==> config.mk <==
export PLATFORM = sky130hd
export DESIGN_NAME = pbdebounce_n
export DESIGN_NICKNAME = d
export VERILOG_FILES = /design/src/rtl/pbdebounce_pkg.sv /design/src/rtl/pbdebounce_chan.sv /design/src/rtl/pbdebounce_n.sv
export SDC_FILE = /design/constraint.sdc
export NUM_CORES = 1
export LEC_CHECK = 0
export BUFFER_PORTS_ARGS = -buffer_cell sky130_fd_sc_hd__buf_4
export CORE_AREA = 5 5 118 120
export DETAILED_ROUTE_END_ITERATION = 16
export DIE_AREA = 0 0 123 125
export PLACE_DENSITY = 0.53
export SLEW_MARGIN = 20
export SYNTH_ARGS = -nofsm -noshare
export SYNTH_HDL_FRONTEND = slang
export SYNTH_SLANG_ARGS = --single-unit
==> constraint.sdc <==
create_clock -name clk -period 1.4 [get_ports clk]
set_clock_uncertainty 0.1 [all_clocks]
set_input_delay 0.42 -clock clk [delete_from_list [all_inputs] [get_ports clk]]
set_output_delay 0.42 -clock clk [all_outputs]
set_load 0.1 [all_outputs]
==> src/rtl/pbdebounce_pkg.sv <==
// Shared defaults and width helpers for the push-button debouncer.
// Both counters are sized to hold their terminal value without wrapping.
package pbdebounce_pkg;

  localparam int DEF_N            = 4;
  localparam int DEF_STABLE_TICKS = 8;
  localparam int DEF_HOLD_TICKS   = 500;

  // Bits needed to hold the value max_val; never less than one bit.
  function automatic int cnt_width(input int max_val);
    return (max_val < 1) ? 1 : $clog2(max_val + 1);
  endfunction

endpackage

==> src/rtl/pbdebounce_chan.sv <==
// One debounced button: 2-flop synchronizer, tick-gated stable counter,
// hold counter with a single long-press pulse, and level-change pulses.
module pbdebounce_chan
  import pbdebounce_pkg::*;
#(
  parameter int STABLE_TICKS = DEF_STABLE_TICKS,
  parameter int HOLD_TICKS   = DEF_HOLD_TICKS
) (
  input  logic clk,
  input  logic rst_n,
  input  logic tick,
  input  logic btn,
  output logic pb_level,
  output logic pb_rise,
  output logic pb_fall,
  output logic pb_long
);

  localparam int SW = cnt_width(STABLE_TICKS);
  localparam int HW = cnt_width(HOLD_TICKS);
  localparam logic [SW-1:0] STABLE_MAX = SW'(STABLE_TICKS);
  localparam logic [HW-1:0] HOLD_MAX   = HW'(HOLD_TICKS);

  logic [1:0]    sync_reg;
  logic          s;
  logic [SW-1:0] stable_reg, stable_next;
  logic [HW-1:0] hold_reg, hold_next;
  logic          level_reg, level_next;
  logic          rise_reg, rise_next;
  logic          fall_reg, fall_next;
  logic          long_reg, long_next;

  assign s = sync_reg[1];

  always_ff @(posedge clk or negedge rst_n) begin
    if (!rst_n) begin
      sync_reg   <= '0;
      stable_reg <= '0;
      hold_reg   <= '0;
      level_reg  <= 1'b0;
      rise_reg   <= 1'b0;
      fall_reg   <= 1'b0;
      long_reg   <= 1'b0;
    end else begin
      sync_reg   <= {sync_reg[0], btn};
      stable_reg <= stable_next;
      hold_reg   <= hold_next;
      level_reg  <= level_next;
      rise_reg   <= rise_next;
      fall_reg   <= fall_next;
      long_reg   <= long_next;
    end
  end

  always_comb begin
    stable_next = stable_reg;
    hold_next   = hold_reg;
    level_next  = level_reg;
    rise_next   = 1'b0;
    fall_next   = 1'b0;
    long_next   = 1'b0;

    // Any sample matching the current level restarts the count.
    if (tick) begin
      if (s == level_reg) begin
        stable_next = '0;
      end else if (stable_reg == STABLE_MAX - 1'b1) begin
        stable_next = '0;
        level_next  = s;
        rise_next   = s;
        fall_next   = ~s;
      end else begin
        stable_next = stable_reg + 1'b1;
      end
    end

    // Saturates at HOLD_MAX so the long pulse fires once per press.
    if (!level_reg) begin
      hold_next = '0;
    end else if (tick && (hold_reg != HOLD_MAX)) begin
      hold_next = hold_reg + 1'b1;
      long_next = (hold_reg == HOLD_MAX - 1'b1);
    end
  end

  assign pb_level = level_reg;
  assign pb_rise  = rise_reg;
  assign pb_fall  = fall_reg;
  assign pb_long  = long_reg;

endmodule

==> src/rtl/pbdebounce_n.sv <==
// N independent debounced push-button channels sharing one sample tick.
// The tick comes from an external clock divider.
module pbdebounce_n
  import pbdebounce_pkg::*;
#(
  parameter int N            = DEF_N,
  parameter int STABLE_TICKS = DEF_STABLE_TICKS,
  parameter int HOLD_TICKS   = DEF_HOLD_TICKS
) (
  input  logic         clk,
  input  logic         rst_n,
  input  logic         tick,
  input  logic [N-1:0] btn,
  output logic [N-1:0] pb_level,
  output logic [N-1:0] pb_rise,
  output logic [N-1:0] pb_fall,
  output logic [N-1:0] pb_long
);

  generate
    for (genvar gi = 0; gi < N; gi++) begin : g_chan
      pbdebounce_chan #(
        .STABLE_TICKS (STABLE_TICKS),
        .HOLD_TICKS   (HOLD_TICKS)
      ) u_chan (
        .clk      (clk),
        .rst_n    (rst_n),
        .tick     (tick),
        .btn      (btn[gi]),
        .pb_level (pb_level[gi]),
        .pb_rise  (pb_rise[gi]),
        .pb_fall  (pb_fall[gi]),
        .pb_long  (pb_long[gi])
      );
    end
  endgenerate

endmodule

==> out/metrics.cfg <==
[status]
status = finished with violations
violations = negative setup slack

[sta]
setup_ws_ns = -0.169
hold_viol = 0
rsz0062_at_grt = true
max_freq_mhz = 637
timing.final.crit_share = 1.12
setup_tns_ns = -1.33
tightest_slew_ns = 0.306
slew-limit-headroom = 0.793
slew_violations = 0
hold_ws_ns = 0.0941
setup_violations = 30
finalCriticalPeriod_ns = 1.57

[logic_synthesis]
synthesis.nets = 379
synth_seq_cells = 76
syn_avg_cell_area_um2 = 10.4
ys_types = 50
synth_ff_type = dfrtp_1
yosys_warnings = 0
synthSimpleGateAreaFrac = 0.198
synth-compound-area-share = 0.132
synth_top_family_by_area = simple AND/OR/NAND/NOR gates
netlist_area_um2 = 3750
synth_cells = 360
yosysSeqAreaShare = 0.507
synthAdderAreaFrac = 0.0400
synthXorXnorAreaFrac = 0.0163
synth_edf_count = 0
synth_mux_area_frac = 0.0414
async_reset_ff_frac = 1.00

[layout]
syn_to_final_growth_pct = 46.9
final-seq-area_um2 = 1910
fillers = 1207
final_common_cell = buf_4
nets = 473
final_util = 0.428
multi_input_area_um2 = 1960
layout-drive-gt1-share = 0.442
diodes = 0
layout_common_cells = buf_4, dfrtp_1, nand2_1
largest_reg_flops = 36
fin_area_um2 = 5510

[floorplanning]
core_um2 = 12900
rows = 42
die_area_um2 = 15400
dieHeight_um = 125
io_pins = 23
die_x_um = 123
initial_core_util = 0.291

[setup_path]
reg2reg_slack_ns = -0.17
arrival_ns = 1.72
cp.buffers_inverters = 1
path_max_fanout = 3
path_class = register to register
critPathSlowestCell = dfrtp_1
crit_required_ns = 1.55
startpoint = g_chan[3].u_chan.hold_reg[0]
endpoint = g_chan[3].u_chan.hold_reg[3]
path_cells = inv_2 > ha_4 > and4b_4 > a2111oi_4 > mux2i_1
r2r-end = g_chan[3].u_chan.hold_reg[3]
path_depth = 5
critPathLaunchType = register
crit_path_end_kind = register
slowest_delay_ns = 0.39
rr_worst_depth = 5
crit_family = flip-flops
r2r_start = g_chan[3].u_chan.hold_reg[0]

[global_route]
gr-usage-met2 = 0.168
met1_usage = 0.151
grt_max_degree = 21
grt_pass1_vias = 2909
grt-ovfl-total = 0
use_met3 = 0.0321
grt.busiest_layer = met2
antenna_found_initial = 0
grt_pass1_wl_mm = 13.8
grt_use_total = 0.109

[pwr]
powerDensity_nw_per_um2 = 1100
peakVddDrop_v = 0.000588
p_leak_nw = 2.34
totalPowerFinal_mw = 6.06

[route]
routed_via_density = 4.72
drcViolationCount = 0
wl_mm = 8.43
antenna_left = 0
vias = 2998
wl_per_cell_um = 13.3
drt_iter0_drc = 98
first_pass_iters = 4

[placement]
placed_area_um2 = 4520
place.gp.congestion = 0.788
io_buffers = 22
dp_hpwl_mm = 5.60

[flow_run]
cap_violations = 0

[clocking]
cts_buffer_depth = 2
root_buffer = clkbuf_16
clk_transition_reported_paths_ns = 0.06
h-tree-depth = 3
cts.sinks = 76
cts_tree = done
clk_latency_ns = 0.33
cts_buffers = 9

[worst_hold_path]
hold_class = input port to register

-- routing by layer --
metal	vias up	part of all wire
li1	1482	-
met1	1488	0.48
met2	23	0.48
met3	5	0.028
met4	0	0.0065
met5	-	0
-- cell type report --
| class | count | share of cell area |
|---|---|---|
| Inverter | 22 | 0.0150 |
| Clock inverter | 3 | 0.00772 |
| Sequential cell | 76 | 0.346 |
| Tap cell | 176 | 0.0400 |
| Multi-Input combinational cell | 238 | 0.356 |
| Clock buffer | 13 | 0.0509 |
| Timing Repair Buffer | 107 | 0.185 |
-- stage by stage --
| stage | setup slack (ns) | cells |
|---|---|---|
| 2_1_floorplan | -0.139 | 360 |
| 3_3_place_gp | -0.143 | 598 |
| 3_5_place_dp | -0.174 | 598 |
| 4_1_cts | -0.156 | 621 |
| 5_1_grt | -0.215 | 635 |
| 6_report | -0.169 | 635 |
-- worst min-delay path by stage --
| stage | start | endpoint | slack [ns] | depth (start not counted) |
|---|---|---|---|---|
| 6_report | btn[1] | g_chan[1].u_chan.sync_reg[0] | 0.09 | 1 |
| 2_1_floorplan | rst_n | g_chan[0].u_chan.hold_reg[0] | 0.02 | 0 |
| 3_5_place_dp | g_chan[0].u_chan.sync_reg[0] | g_chan[0].u_chan.sync_reg[1] | 0.23 | 0 |
| 4_1_cts | btn[0] | g_chan[0].u_chan.sync_reg[0] | 0.08 | 1 |
| 5_1_grt | btn[0] | g_chan[0].u_chan.sync_reg[0] | 0.07 | 1 |
| 3_3_place_gp | rst_n | g_chan[0].u_chan.hold_reg[6] | 0.23 | 1 |
-- synth_stat cells, types with 2 or more instances --
cell type	n	area, um^2
inv_2	2	7.51
nor2_1	14	52.6
o2bb2ai_1	3	26.3
nand4_2	2	25.0
and3b_1	4	35.0
mux2_2	4	45.0
a31oi_1	6	37.5
ha_1	12	150
nor3_1	5	25.0
a311o_1	2	20.0
a211oi_1	2	15.0
and3_1	5	31.3
o311ai_0	2	17.5
a32o_1	3	30.0
xnor2_1	5	43.8
and2_1	3	18.8
nand2_1	37	139
buf_2	3	15.0
inv_1	20	75.1
and4_1	3	26.3
o31ai_1	4	30.0
or4_1	5	37.5
or3_1	10	62.6
nand4_1	11	68.8
nand2b_1	7	43.8
nor2b_1	3	18.8
nor4b_1	2	17.5
buf_4	16	120
nand4b_1	2	17.5
mux2i_1	11	110
dfrtp_1	76	1900
o21ai_0	21	105
a21oi_1	15	75.1
nand3_1	10	50.1
clkbuf_1	4	15.0
xor2_1	2	17.5
a22o_1	6	52.6
nor3b_1	4	30.0
o41ai_1	3	26.3
-- where the power goes --
group / total, mW / internal, mW / switching, mW / leakage [nW]
logic: 1.16 / 0.543 / 0.615 / 1.16
registers: 2.44 / 2.33 / 0.110 / 1.03
clock network: 2.46 / 1.57 / 0.888 / 0.158
total: 6.06 / 4.44 / 1.61 / 2.34
-- timing repair --
item | CTS | global route
hold buffers | 1 | 0
hold endpoints to repair | 16 | 0
setup endpoints to repair | 35 | 63
resized for setup | 52 | 74
pin swaps | 12 | 30
setup buffers | 6 | 14
-- cells by family (layout without fill, tap and decap cells) --
kind of cell / count (synthesis) / in the layout
AOI/OAI and AO/OA: 72 / 72
xor gates and xnor gates: 7 / 7
adders and majority gates: 12 / 12
buffers and inverters: 46 / 145
muxes: 15 / 15
and+or+nand+nor: 132 / 132
DFF: 76 / 76
Power figures use the tool's default switching activity.
